--- config.mk ---
export PLATFORM = sky130hd
export DESIGN_NAME = mem_stage_flat
export DESIGN_NICKNAME = d
export VERILOG_FILES = /design/src/rtl/mem_stage_pkg.sv /design/src/rtl/mem_stage_if.sv /design/src/rtl/mem_stage_dmem_handshake.sv /design/src/rtl/mem_stage.sv /design/src/flat_wrapper.sv
export SDC_FILE = /design/constraint.sdc
export NUM_CORES = 1
export LEC_CHECK = 0
export ABC_CLOCK_PERIOD_IN_PS = 2680
export CORE_ASPECT_RATIO = 1.75
export CORE_MARGIN = 2
export CORE_UTILIZATION = 40
export DETAILED_ROUTE_END_ITERATION = 6
export PLACE_DENSITY = 0.88
export SLEW_MARGIN = 5
export SYNTH_ARGS = -nofsm -noshare
export SYNTH_HDL_FRONTEND = slang
export SYNTH_SLANG_ARGS = --single-unit
export TNS_END_PERCENT = 20
--- constraint.sdc ---
create_clock -name clk -period 2.68 [get_ports clk]
set_input_delay 0.536 -clock clk [delete_from_list [all_inputs] [get_ports clk]]
set_output_delay 0.536 -clock clk [all_outputs]
set_load 0.02 [all_outputs]
--- src/rtl/mem_stage_pkg.sv ---
// rtl/mem_stage_pkg.sv - shared types and defaults for the MEM pipeline stage
package mem_stage_pkg;

    typedef enum logic {
        IDLE = 1'b0,
        BUSY = 1'b1
    } state_t;

    localparam int DEF_TIMEOUT = 15;

endpackage

--- src/rtl/mem_stage_if.sv ---
// rtl/mem_stage_if.sv - data-memory request/ready bus between MEM stage and memory
interface mem_stage_if #(
    parameter int ADDR_WIDTH = 8,
    parameter int DATA_WIDTH = 16
);
    logic                  req;
    logic                  we;
    logic [ADDR_WIDTH-1:0] addr;
    logic [DATA_WIDTH-1:0] wdata;
    logic [DATA_WIDTH-1:0] rdata;
    logic                  ready;

    modport master (
        output req, we, addr, wdata,
        input  rdata, ready
    );

    modport slave (
        input  req, we, addr, wdata,
        output rdata, ready
    );
endinterface

--- src/rtl/mem_stage_dmem_handshake.sv ---
// rtl/mem_stage_dmem_handshake.sv - data-memory access FSM with timeout, stall and sticky error
module dmem_handshake
    import mem_stage_pkg::*;
#(
    parameter int DATA_WIDTH = 16,
    parameter int ADDR_WIDTH = 8,
    parameter int TIMEOUT    = DEF_TIMEOUT,
    parameter int TO_WIDTH   = 4
) (
    input  logic                  clk,
    input  logic                  rst,
    input  logic                  mem_read,
    input  logic                  mem_write,
    input  logic [ADDR_WIDTH-1:0] access_addr,
    input  logic [DATA_WIDTH-1:0] store_data,
    mem_stage_if.master           dmem,
    output logic                  stall,
    output logic                  err,
    output logic [DATA_WIDTH-1:0] load_data
);

    state_t                state;
    state_t                state_n;
    logic [TO_WIDTH-1:0]   cnt;
    logic [DATA_WIDTH-1:0] rdata_q;
    logic                  mem_op;
    logic                  timeout;
    logic                  issue;
    logic                  done;

    assign mem_op  = mem_read | mem_write;
    // ready in the final wait cycle beats the timeout
    assign timeout = (state == BUSY) && !dmem.ready && (cnt == TO_WIDTH'(TIMEOUT));

    always_ff @(posedge clk or posedge rst) begin
        if (rst) state <= IDLE;
        else     state <= state_n;
    end

    always_comb begin
        state_n = state;
        stall   = 1'b0;
        issue   = 1'b0;
        done    = 1'b0;
        case (state)
            IDLE: begin
                if (mem_op) begin
                    state_n = BUSY;
                    stall   = 1'b1;
                    issue   = 1'b1;
                end
            end
            BUSY: begin
                if (dmem.ready || timeout) begin
                    state_n = IDLE;
                    done    = 1'b1;
                end else begin
                    stall = 1'b1;
                end
            end
            default: state_n = IDLE;
        endcase
    end

    always_ff @(posedge clk or posedge rst) begin
        if (rst) begin
            dmem.req   <= 1'b0;
            dmem.we    <= 1'b0;
            dmem.addr  <= '0;
            dmem.wdata <= '0;
            cnt        <= '0;
            rdata_q    <= '0;
            err        <= 1'b0;
        end else if (issue) begin
            dmem.req   <= 1'b1;
            dmem.we    <= mem_write;
            dmem.addr  <= access_addr;
            dmem.wdata <= store_data;
            cnt        <= '0;
        end else if (done) begin
            dmem.req <= 1'b0;
            if (!dmem.we) rdata_q <= dmem.ready ? dmem.rdata : '0;
            if (timeout)  err     <= 1'b1;
        end else if (state == BUSY) begin
            cnt <= cnt + 1'b1;
        end
    end

    // Completion cycle bypasses the bus so MEM/WB captures the load without an extra cycle
    assign load_data = (state == BUSY) ? (dmem.ready ? dmem.rdata : '0) : rdata_q;

endmodule

--- src/rtl/mem_stage.sv ---
// rtl/mem_stage.sv - MEM stage: memory access, branch resolution, M forwarding and MEM/WB register
module mem_stage
    import mem_stage_pkg::*;
#(
    parameter int DATA_WIDTH = 16,
    parameter int ADDR_WIDTH = 8,
    parameter int IMM8_WIDTH = 8,
    parameter int REG_WIDTH  = 4,
    parameter int TIMEOUT    = DEF_TIMEOUT,
    parameter int TO_WIDTH   = 4
) (
    input  logic                  clk,
    input  logic                  rst,
    input  logic [ADDR_WIDTH-1:0] PCM_i,
    input  logic [DATA_WIDTH-1:0] WriteDataM_i,
    input  logic [IMM8_WIDTH-1:0] imm8M_i,
    input  logic [REG_WIDTH-1:0]  WriteRegM_i,
    input  logic [DATA_WIDTH-1:0] alu_outM_i,
    input  logic                  RegWriteM_i,
    input  logic                  BranchM_i,
    input  logic                  MemReadM_i,
    input  logic                  MemWriteM_i,
    input  logic                  MemToRegM_i,
    input  logic                  MovM_i,
    mem_stage_if.master           dmem,
    output logic                  stall_mem_o,
    output logic                  mem_err_o,
    output logic                  PCSrcM_o,
    output logic [ADDR_WIDTH-1:0] PCBranchM_o,
    output logic [DATA_WIDTH-1:0] WBResultM_o,
    output logic [DATA_WIDTH-1:0] ReadDataW_o,
    output logic [DATA_WIDTH-1:0] ALUResultW_o,
    output logic [REG_WIDTH-1:0]  WriteRegW_o,
    output logic                  RegWriteW_o,
    output logic                  MemToRegW_o
);

    logic [DATA_WIDTH-1:0]        load_data;
    logic signed [IMM8_WIDTH-1:0] imm_s;

    dmem_handshake #(
        .DATA_WIDTH (DATA_WIDTH),
        .ADDR_WIDTH (ADDR_WIDTH),
        .TIMEOUT    (TIMEOUT),
        .TO_WIDTH   (TO_WIDTH)
    ) u_handshake (
        .clk         (clk),
        .rst         (rst),
        .mem_read    (MemReadM_i),
        .mem_write   (MemWriteM_i),
        .access_addr (alu_outM_i[ADDR_WIDTH-1:0]),
        .store_data  (WriteDataM_i),
        .dmem        (dmem),
        .stall       (stall_mem_o),
        .err         (mem_err_o),
        .load_data   (load_data)
    );

    // Load data is deliberately not forwarded from M; load-use is resolved by the hazard unit
    assign WBResultM_o = MovM_i ? DATA_WIDTH'(imm8M_i) : alu_outM_i;
    assign PCSrcM_o    = BranchM_i & (alu_outM_i == '0);
    assign imm_s       = imm8M_i;
    assign PCBranchM_o = PCM_i + ADDR_WIDTH'(imm_s);

    always_ff @(posedge clk or posedge rst) begin
        if (rst) begin
            RegWriteW_o  <= 1'b0;
            MemToRegW_o  <= 1'b0;
            WriteRegW_o  <= '0;
            ReadDataW_o  <= '0;
            ALUResultW_o <= '0;
        end else if (stall_mem_o) begin
            RegWriteW_o <= 1'b0;
            MemToRegW_o <= 1'b0;
        end else begin
            RegWriteW_o  <= RegWriteM_i;
            MemToRegW_o  <= MemToRegM_i;
            WriteRegW_o  <= WriteRegM_i;
            ReadDataW_o  <= MemReadM_i ? load_data : '0;
            ALUResultW_o <= WBResultM_o;
        end
    end

endmodule

--- src/flat_wrapper.sv ---
// flat-port wrapper written by rule: the top's interface ports become plain ports
module mem_stage_flat import mem_stage_pkg::*;
#(
    parameter int DATA_WIDTH = 16,
    parameter int ADDR_WIDTH = 8,
    parameter int IMM8_WIDTH = 8,
    parameter int REG_WIDTH  = 4,
    parameter int TIMEOUT    = DEF_TIMEOUT,
    parameter int TO_WIDTH   = 4
)
  (clk, rst, PCM_i, WriteDataM_i, imm8M_i, WriteRegM_i, alu_outM_i, RegWriteM_i, BranchM_i, MemReadM_i, MemWriteM_i, MemToRegM_i, MovM_i, stall_mem_o, mem_err_o, PCSrcM_o, PCBranchM_o, WBResultM_o, ReadDataW_o, ALUResultW_o, WriteRegW_o, RegWriteW_o, MemToRegW_o, dmem_req, dmem_we, dmem_addr, dmem_wdata, dmem_rdata, dmem_ready);
  mem_stage_if #(.ADDR_WIDTH(ADDR_WIDTH), .DATA_WIDTH(DATA_WIDTH)) dmem_i ();
  input  logic clk;
  input  logic rst;
  input  logic [ADDR_WIDTH-1:0] PCM_i;
  input  logic [DATA_WIDTH-1:0] WriteDataM_i;
  input  logic [IMM8_WIDTH-1:0] imm8M_i;
  input  logic [REG_WIDTH-1:0] WriteRegM_i;
  input  logic [DATA_WIDTH-1:0] alu_outM_i;
  input  logic RegWriteM_i;
  input  logic BranchM_i;
  input  logic MemReadM_i;
  input  logic MemWriteM_i;
  input  logic MemToRegM_i;
  input  logic MovM_i;
  output logic stall_mem_o;
  output logic mem_err_o;
  output logic PCSrcM_o;
  output logic [ADDR_WIDTH-1:0] PCBranchM_o;
  output logic [DATA_WIDTH-1:0] WBResultM_o;
  output logic [DATA_WIDTH-1:0] ReadDataW_o;
  output logic [DATA_WIDTH-1:0] ALUResultW_o;
  output logic [REG_WIDTH-1:0] WriteRegW_o;
  output logic RegWriteW_o;
  output logic MemToRegW_o;
  output wire logic [$bits(dmem_i.req)-1:0] dmem_req;
  output wire logic [$bits(dmem_i.we)-1:0] dmem_we;
  output wire logic [$bits(dmem_i.addr)-1:0] dmem_addr;
  output wire logic [$bits(dmem_i.wdata)-1:0] dmem_wdata;
  input wire logic [$bits(dmem_i.rdata)-1:0] dmem_rdata;
  input wire logic [$bits(dmem_i.ready)-1:0] dmem_ready;
  assign dmem_req = dmem_i.req;
  assign dmem_we = dmem_i.we;
  assign dmem_addr = dmem_i.addr;
  assign dmem_wdata = dmem_i.wdata;
  assign dmem_i.rdata = dmem_rdata;
  assign dmem_i.ready = dmem_ready;
  mem_stage #(.DATA_WIDTH(DATA_WIDTH), .ADDR_WIDTH(ADDR_WIDTH), .IMM8_WIDTH(IMM8_WIDTH), .REG_WIDTH(REG_WIDTH), .TIMEOUT(TIMEOUT), .TO_WIDTH(TO_WIDTH)) u_core (.clk(clk), .rst(rst), .PCM_i(PCM_i), .WriteDataM_i(WriteDataM_i), .imm8M_i(imm8M_i), .WriteRegM_i(WriteRegM_i), .alu_outM_i(alu_outM_i), .RegWriteM_i(RegWriteM_i), .BranchM_i(BranchM_i), .MemReadM_i(MemReadM_i), .MemWriteM_i(MemWriteM_i), .MemToRegM_i(MemToRegM_i), .MovM_i(MovM_i), .dmem(dmem_i), .stall_mem_o(stall_mem_o), .mem_err_o(mem_err_o), .PCSrcM_o(PCSrcM_o), .PCBranchM_o(PCBranchM_o), .WBResultM_o(WBResultM_o), .ReadDataW_o(ReadDataW_o), .ALUResultW_o(ALUResultW_o), .WriteRegW_o(WriteRegW_o), .RegWriteW_o(RegWriteW_o), .MemToRegW_o(MemToRegW_o));
endmodule
==> impl_metrics.toml, run 1 <==
[grt]
gr-usage-all-layers_pct = 22.8
grt_pass1_vias = 3220
grt_overflow = 0
grt_antenna_before_repair = 0
grt_start_max_net_pins = 71
grt_first_pass_wirelength_um = 15900

[placed_design]
hpwl_um = 7730
routabilityCongestion = 0.864
io_buffer_count = 167
preCtsSetupSlack_ns = -0.800

[floorplan]
dieArea_um2 = 9080
die_w_um = 72.9
std_cell_rows = 44
start_util_pct = 40.5
io_pins = 168
die_h_um = 125
coreArea_um2 = 8200

[sta]
hold_viol_final = 0
slew_violations = 0
fin_crit_ns = 2.65
finalWorstSetupSlack_ns = 0.0280
fin_skew_ns = 0.00375
slew-limit-headroom_pct = 66.1
finalSetupViolations = 0
rsz0062_at_grt = "yes"
fmaxAchievable_ghz = 0.377
min_period_over_period_pct = 99.0
worst_pin_slew_ns = 0.508

[cts]
cts.sinks = 70
cts-buffers-inserted = 9
hold_buffers = 0
clk_pin_slew_ns = 0.05
tritoncts = "done"
root_buffer = "clkbuf_16"
h-tree-depth = 3
insertion_delay_ns = 0.32
cts.path.max_buffers = 2

[final_layout]
antennaDiodeCount = 0
final_util_pct = 69.5
nets = 556
syn2layout_area_growth_pct = 71.6
drive_above_1_share_pct = 27.4

[worst_setup_path]
crit_arrival_ns = 2.12
cpPeakStageDelay_ns = 0.35
r2r_start = "u_core.u_handshake.cnt[1]"
reg2reg_depth = 6
crit_family = "buffers and inverters"
cp_max_fo = 2
path_class = "in -> out"
endpoint_kind = "primary output"
crit_slowest_cell = "ha_1"
worstPathCellList = "clkdlybuf4s15_1, ha_1, a211oi_2, nor2_1, buf_4, nor2_1, clkdlybuf4s15_1"
cp-start-kind = "primary input"
cp_num_buf_inv = 3
r2r-end = "u_core.WriteRegW_o[3]"
reg2reg_slack_ns = 0.70
crit_required_ns = 2.14

[power]
p_leak_uw = 0.00255
power.density_nw_per_um2 = 680
ir_worst_vdd_mv = 0.595

[route]
routed_via_density = 5.22
drt_iter0_markers = 87
dr.pass1.iters = 4
vias = 2957
drc = 0
drt-wirelength-per-cell_um = 18.0
postRouteAntennaNets = 0
wirelength_um = 10200

[synth]
syn_inst = 272
ys_warn_count = 0
syn-num-nets = 358
ys_seq_area_share_pct = 52.7
synthTopCellsByArea = "dfrtp_1 (53%), mux2_2 (12%), mux2_4 (7.7%)"
async_flop_share_pct = 100
netlist-cell-type-count = 39
synth_edf_count = 0
ys_ff_latch = 70
synthFlopType = "dfrtp_1"
yosysTopAreaCell = "dfrtp_1"
syn_area_per_cell_um2 = 12.2
yosysTopAreaCellShare_pct = 52.7
synth_area_um2 = 3320

[status]
outcome = "finished clean"

[worst_hold_path]
min_from = "u_core.u_handshake.err"
min_to = "u_core.u_handshake.err"
hold_path.class = "reg -> reg"
hold_depth = 1

[run]
cap_violations = 0
## worst register-to-register path, cell delays in order (launching register included)
cell and delay [ns]:
dfrtp_1 0.42, ha_1 0.30, a31oi_4 0.12, nand2b_1 0.20
nand2_4 0.08, buf_4 0.35, mux2_2 0.39
## area by class of cell
class	count	area [um2]
clock buffer	11	253
fill	577	2500
inverter	7	26.3
timing repair buffer	202	1940
sequential	70	1750
multi-input combinational	180	1550
tap	92	115
clock inverter	5	57.6
## cell families after synthesis
group,after synthesis,share of synthesized area [%]
AND/OR/NAND/NOR,70,10.7
buffers and inverters,22,3.46
multiplexers,55,20.5
AO/OA/AOI/OAI,41,7.76
flip-flops,70,52.7
XOR/XNOR,5,1.32
adder cells (fa/ha/maj),9,3.61
## state kept, by name, indices dropped and copies added (netlist names), 4 cells and up
name and cells:
u_core.u_handshake.cnt 4, u_core.ReadDataW_o 16, u_core.WriteRegW_o 4, u_core.u_handshake.dmem.addr 8, u_core.u_handshake.dmem.wdata 16, u_core.ALUResultW_o 16
## repair_timing
| action | in CTS | in global routing |
|---|---|---|
| endpoints found under the setup margin | 9 | 12 |
| resized for setup | 59 | 16 |
| pin swaps | 8 | 3 |
| gates cloned | 0 | 0 |
| setup buffers | 2 | 1 |
| hold endpoints to repair | 0 | 0 |
## report_power, final
part	switching (uW)	internal, uW	leakage [uW]	total (uW)
Clock	433	769	0.000144	1200
Combinational	613	705	0.00154	1320
Sequential	118	1240	0.000869	1360
Total	1160	2710	0.00255	3880
## worst max path at each step
stage	start	end	slack [ns]	cells after the start
final	PCM_i[1]	PCBranchM_o[3]	0.03	7
after CTS	MovM_i	WBResultM_o[12]	0.004	5
after global placement	PCM_i[0]	PCBranchM_o[6]	-0.81	9
after floorplan	PCM_i[0]	PCBranchM_o[6]	0.19	7
after detailed placement	PCM_i[0]	PCBranchM_o[6]	-0.80	9
after global routing	PCM_i[1]	PCBranchM_o[7]	-0.04	7
## synthesized netlist by cell type (2+ instances only)
master,instances
a211oi_1,2
a21oi_1,6
a41oi_1,2
and2_1,3
buf_2,5
buf_6,2
clkbuf_1,7
dfrtp_1,70
ha_1,8
inv_1,7
mux2_2,36
mux2_4,17
mux2i_1,2
nand2_1,22
nand3_1,19
nor2_1,6
nor2b_1,10
nor4_1,3
o21ai_0,22
xnor2_1,4
## cells in the final DEF, fill, tap and decap left out, types with 4 or more instances in the layout
master and count:
clkdlybuf4s50_1 141, dlymetal6s2s_1 8, nor2_1 6, dfrtp_1 70, nand2_1 22, clkbuf_16 9, mux2_4 17, mux2_2 36
nand3_1 18, a21oi_1 5, inv_1 4, nor2b_1 9, o21ai_0 22, ha_4 5, dlygate4sd2_1 7, clkdlybuf4s15_1 4
xnor2_1 4, buf_4 35
## per-stage QoR
step | hold slack (ns) | power (uW) | instance area (um2) | instances | setup TNS (ns)
floorplan | 0.517 | 2000 | 3320 | 272 | 0
global placement | 0.459 | 2640 | 5270 | 548 | -3.92
detailed placement | 0.457 | 2680 | 5270 | 548 | -4.19
CTS | 0.476 | 3900 | 5640 | 566 | 0
global route | 0.509 | 4040 | 5700 | 567 | -0.0593
finish | 0.473 | 3880 | 5700 | 567 | 0
## routing by layer
metal	part of all wire (%)	track usage (%)	vias to the layer above
li1	-	-	1357
met1	33	21.5	1448
met2	57	42.9	118
met3	5.2	4.94	34
met4	5.0	12.7	0
met5	0	0	-
(Power assumes the default switching activity.)
==> run 2: changes to the inputs <==
Settings changed: CORE_ASPECT_RATIO 1.75 to 1.5, PLACE_DENSITY 0.88 to default, PLACE_DENSITY_LB_ADDON from default to 0.25.
==> run 2 against run 1 <==
  * Die area down 0.15%
  * Global-route usage down 2.6 points
  * Critical path depth down 1
  * The flow now finishes with violations (negative setup slack)
  * Cell area down 0.86%
  * Clock power down 12%
  * Largest cell class unchanged
  * Utilization up 0.65 points
  * Highest routed layer unchanged
==> impl_metrics.toml, run 2 (synthesized netlist as in run 1, its figures left out) <==
[status]
outcome = "finished, violations left"
failed_checks = "negative setup slack"

[floorplan]
std_cell_rows = 40
start_util_pct = 41.2
coreArea_um2 = 8060
io_pins = 168
dieArea_um2 = 9070
die_w_um = 78.4
die_h_um = 116

[sta]
fin_skew_ns = 0.00434
finalWorstSetupSlack_ns = -0.0100
fmaxAchievable_ghz = 0.372
slew-limit-headroom_pct = 62.9
hold_viol_final = 0
worst_pin_slew_ns = 0.556
slew_violations = 0
fin_crit_ns = 2.69
finalSetupViolations = 1
hold-worst-slack_ns = 0.470
setup_tns_ns = -0.0100
min_period_over_period_pct = 100

[route]
dr.pass1.iters = 4
routed_via_density = 4.97
drt-wirelength-per-cell_um = 16.1
postRouteAntennaNets = 0
drc = 0
drt_iter0_markers = 68
wirelength_um = 9310
vias = 2876

[power]
p_sw_uw = 1090
switching_share_pct = 29.4
internal_power_uw = 2610
ir_worst_vdd_mv = 0.440
power.share.sequential_pct = 36.5
p_leak_uw = 0.00254
power.density_nw_per_um2 = 655
p_clk_share_pct = 28.4
combPwrFrac_pct = 35.1

[worst_setup_path]
reg2reg_depth = 6
endpoint_kind = "primary output"
cp_max_fo = 2
crit_start = "alu_outM_i[12]"
r2r_start = "u_core.u_handshake.cnt[0]"
crit_arrival_ns = 2.15
cp-start-kind = "primary input"
path_class = "in -> out"
crit_required_ns = 2.14

[grt]
grt_use_met3_pct = 5.84
use_met2_pct = 37.8
grt_first_pass_wirelength_um = 14100
grt_pass1_vias = 2910
grt_overflow = 0
top_usage_layer = "met2"
grt_start_max_net_pins = 71
met1_usage_pct = 21.1
grt_antenna_before_repair = 0
gr-usage-all-layers_pct = 20.2

[placed_design]
place_inst = 561
routabilityCongestion = 0.792
io_buffer_count = 167
hpwl_um = 6930
dpl_cell_area_um2 = 5320

[run]
cap_violations = 0

[final_layout]
antennaDiodeCount = 0
design_area_um2 = 5650
drive_above_1_share_pct = 25.7
final_common_cell = "clkdlybuf4s50_1"
syn2layout_area_growth_pct = 70.1
largestRegisters = "u_core.ALUResultW_o (16), u_core.ReadDataW_o (16), u_core.u_handshake.dmem.wdata (16)"
final_cell_mix = "clkdlybuf4s50_1 (143), dfrtp_1 (70), mux2_2 (36)"
fill_cells = 581
nets = 556
fin_cells = 579

[cts]
h-tree-depth = 3
root_buffer = "clkbuf_16"
insertion_delay_ns = 0.32
clk_pin_slew_ns = 0.05
cts.sinks = 70
cts-buffers-inserted = 9
cts.path.max_buffers = 2
hold_buffers = 0
tritoncts = "done"

[worst_hold_path]
min_from = "u_core.u_handshake.dmem.req"
hold_path.class = "reg -> reg"
hold_depth = 2
run 2: cell count changes in the layout (fill, tap and decap cells not counted), moves of 3 or more:
| cell | before | now |
|---|---|---|
| ha_4 | 5 | 1 |
| ha_1 | 3 | 6 |
| dlymetal6s2s_1 | 8 | 11 |
| dlygate4sd2_1 | 7 | 3 |
| clkbuf_2 | 0 | 4 |
| clkinvlp_4 | 3 | 0 |
| clkbuf_1 | 0 | 3 |
run 2: stage by stage:
step	setup slack (ns)	util [%]	power [uW]
after floorplan	0.195	-	2000
after global placement	-0.762	66.0	2640
after detailed placement	-0.816	66.0	2680
after CTS	-0.266	69.7	3760
after global routing	-0.160	70.2	3890
final	-0.0100	70.2	3700
run 2: power groups by stage:
stage / logic, uW / clock network, uW / registers (uW)
2_1_floorplan: 437 / 0 / 1570
3_3_place_gp: 1290 / 0 / 1360
3_5_place_dp: 1310 / 0 / 1370
4_1_cts: 1320 / 1090 / 1350
5_1_grt: 1380 / 1130 / 1370
6_report: 1300 / 1050 / 1350
run 2: layout make-up:
class,instances,area [um2],share of cell area [%]
clock inverter,1,5.00,0.0885
tap,105,131,2.32
multi-input combinational,180,1500,26.6
timing repair buffer,202,1970,34.9
sequential,70,1750,31.0
clock buffer,14,264,4.67
inverter,7,26.3,0.465
run 2: layer usage:
| layer | part of all wire (%) | wire length, um | vias up |
|---|---|---|---|
| li1 | - | - | 1365 |
| met1 | 36 | 3330 | 1392 |
| met2 | 56 | 5170 | 106 |
| met3 | 6.8 | 634 | 13 |
| met4 | 1.9 | 174 | 0 |
| met5 | 0 | 0 | - |
run 2: path summary, 6_finish.rpt:
kind	end	slack (ns)
max	PCSrcM_o	-0.01
min	u_core.u_handshake.dmem.req	0.47
max reg2reg	u_core.WriteRegW_o[3]	0.72
min reg2reg	u_core.u_handshake.dmem.req	0.47
max in group asynchronous	u_core.ALUResultW_o[1]	1.75
min in group asynchronous	u_core.ALUResultW_o[14]	0.64
run 2: what timing repair did:
action                     4_1_cts  5_1_grt
setup endpoints to repair        9       12
gates resized for setup         40       23
pin swaps                        5       10
cloned                           0        0
setup buffers                    2        1
run 2: worst max-delay path, cell delays in order:
cell and delay, ns:
clkdlybuf4s50_1 0.43, nor4b_1 0.33, buf_4 0.16, nand4_1 0.14
nor4_1 0.31, clkbuf_2 0.24
==> run 3: changes to the inputs <==
Settings changed: ABC_AREA from default to 1, CORE_UTILIZATION 40 to 44, SKIP_CTS_REPAIR_TIMING from default to 1.
==> run 3 against run 2 <==
  * The flow now finishes without violations
  * Cell area grew 14%
  * Synthesized cell count is 90% higher
  * Clock power increased by 25%
  * Routed wire length is 26% higher
  * Register-to-register slack better by 0.14 ns
  * Sequential power grew 48%
  * Synthesized area rose by 29%
  * Sequential cell count is 16 higher
  * Combinational power rose by 73%
==> impl_metrics.toml, run 3 <==
[worst_setup_path]
r2r-end = "u_core.ReadDataW_o[13]"
path_class = "in -> out"
crit_path_frequent_cell = "clkdlybuf4s50_1"
crit_start = "MovM_i"
reg2reg_depth = 6
worstPathCellList = "clkdlybuf4s50_1, buf_12, nand2_1, o21a_1, inv_1, clkdlybuf4s50_1"
crit_required_ns = 2.14
crit_family = "buffers and inverters"
reg2reg_slack_ns = 0.86
r2r_start = "u_core.u_handshake.cnt[0]"
cp_num_buf_inv = 4
endpoint_kind = "primary output"
cp-start-kind = "primary input"
cp_max_fo = 22
crit_arrival_ns = 2.06
crit_slowest_cell = "clkdlybuf4s50_1"
cpPeakStageDelay_ns = 0.61

[sta]
fmaxAchievable_ghz = 0.386
fin_crit_ns = 2.59
slew_violations = 0
rsz0062_at_grt = "yes"
hold_viol_final = 0
fin_skew_ns = 0.00675
slew-limit-headroom_pct = 54.9
finalSetupViolations = 0
worst_pin_slew_ns = 0.677
hold-worst-slack_ns = 0.470
min_period_over_period_pct = 96.8

[placed_design]
io_buffer_count = 167
hpwl_um = 8720
place_inst = 794
routabilityCongestion = 0.840

[grt]
grt_start_max_net_pins = 69
grt_first_pass_wirelength_um = 19800
gr-usage-all-layers_pct = 23.1
grt_overflow = 0
grt_antenna_before_repair = 0
grt_pass1_vias = 4133

[synth]
syn_area_per_cell_um2 = 8.30
yosysTopAreaCellShare_pct = 50.1
synth.most_common_cell = "nand2_1"
ys_ff_latch = 86
synthTopCellsByArea = "dfrtp_1 (50%), nand2_1 (18%), inv_1 (4.3%)"
syn-num-nets = 604
yosysTopAreaCell = "dfrtp_1"
ys_warn_count = 0
synth_area_um2 = 4300
ys_seq_area_share_pct = 50.1
synthFlopType = "dfrtp_1"
syn_inst = 518
async_flop_share_pct = 100
synth_edf_count = 0
netlist-cell-type-count = 30
synth_common_cells = "nand2_1 (206), dfrtp_1 (86), inv_1 (49), o21ai_0 (32), nand3_1 (20)"

[final_layout]
antennaDiodeCount = 0
fin_cells = 810
final_cell_mix = "nand2_1 (206), clkdlybuf4s50_1 (157), dfrtp_1 (86)"
syn2layout_area_growth_pct = 50.0
drive_above_1_share_pct = 9.35
nets = 776
final_common_cell = "nand2_1"

[cts]
clk_pin_slew_ns = 0.06
cts.path.max_buffers = 2
tritoncts = "done"
cts-buffers-inserted = 9
h-tree-depth = 3
cts.sinks = 86
root_buffer = "clkbuf_16"
insertion_delay_ns = 0.33

[route]
dr.pass1.iters = 5
drt-wirelength-per-cell_um = 14.5
drc = 0
postRouteAntennaNets = 0
vias = 4046
drt_iter0_markers = 157
routed_via_density = 5.00
wirelength_um = 11800

[power]
switching_share_pct = 36.1
power.share.sequential_pct = 35.9
combPwrFrac_pct = 40.5
p_clk_share_pct = 23.6
p_sw_uw = 2010
p_leak_uw = 0.00320
internal_power_uw = 3550
power.density_nw_per_um2 = 863
ir_worst_vdd_mv = 0.554

[run]
cap_violations = 0

[floorplan]
coreArea_um2 = 9580
dieArea_um2 = 10600
std_cell_rows = 44
start_util_pct = 44.9
io_pins = 168
die_w_um = 84.7
die_h_um = 125

[worst_hold_path]
min_to = "u_core.u_handshake.rdata_q[14]"
hold_depth = 2
hold_path.class = "reg -> reg"
min_from = "u_core.u_handshake.rdata_q[14]"

[status]
outcome = "finished clean"
run 3: cell count changes after synthesis, sizes merged, moves of 7 or more:
| cell | change |
|---|---|
| o21a | +7 |
| buf | +9 |
| o21ai | +16 |
| o211ai | +16 |
| nor2 | +14 |
| inv | +44 |
| mux2 | -53 |
| dfrtp | +16 |
| nand3b | +16 |
| nor2b | -10 |
| nand2 | +186 |
run 3: area by class of cell:
class | instances | area, um2
Timing Repair Buffer | 188 | 1840
Clock inverter | 6 | 86.3
Fill cell | 776 | 3130
Tap cell | 115 | 144
Sequential cell | 86 | 2150
Multi-Input combinational cell | 354 | 1800
Inverter | 51 | 195
Clock buffer | 10 | 229
run 3: kinds of logic (layout without fill, tap and decap cells):
kind of cell	count (synthesis)	count (layout)	share of synthesized area, %
adders and majority gates	9	9	2.79
and+or+nand+nor	273	273	27.6
xor gates and xnor gates	4	4	0.815
DFF	86	86	50.1
AOI/OAI and AO/OA	68	68	10.2
buffers and inverters	78	255	8.47
run 3: worst max-delay path by stage:
stage | end | slack (ns) | depth (start not counted)
2_1_floorplan | PCBranchM_o[4] | 0.50 | 6
6_report | WBResultM_o[4] | 0.09 | 6
3_3_place_gp | PCBranchM_o[6] | -0.43 | 10
4_1_cts | PCBranchM_o[6] | -0.49 | 10
5_1_grt | PCBranchM_o[6] | -0.03 | 10
3_5_place_dp | PCBranchM_o[6] | -0.49 | 10
run 3: through the flow:
stage | total power (uW) | util, % | cell area (um2) | setup slack, ns | setup TNS [ns]
after global routing | 5900 | 67.3 | 6450 | -0.0264 | -0.0264
final | 5560 | 67.3 | 6450 | 0.0868 | 0
after global placement | 4230 | 63.9 | 6120 | -0.430 | -2.20
after detailed placement | 4290 | 63.9 | 6120 | -0.489 | -2.56
after CTS | 5630 | 67.2 | 6440 | -0.487 | -2.62
after floorplan | 3230 | - | 4300 | 0.504 | 0
run 3: tightest hold or removal path, cell delays in order, from the launching register on:
cell	delay (ns)
dfrtp_1	0.34
nand2_1	0.05
nand2_1	0.05
run 3: power by group through the flow:
stage	combinational [uW]	clock, uW	sequential (uW)
finish	2250	1310	2000
floorplan	865	0	2370
global placement	2240	0	1990
global route	2450	1400	2060
detailed placement	2270	0	2010
CTS	2290	1340	2000
run 3: layer usage:
metal	track usage [%]	routed length, um
met5	0	0
met4	9.24	335
met3	6.53	758
met2	41.1	6240
met1	25.7	4420
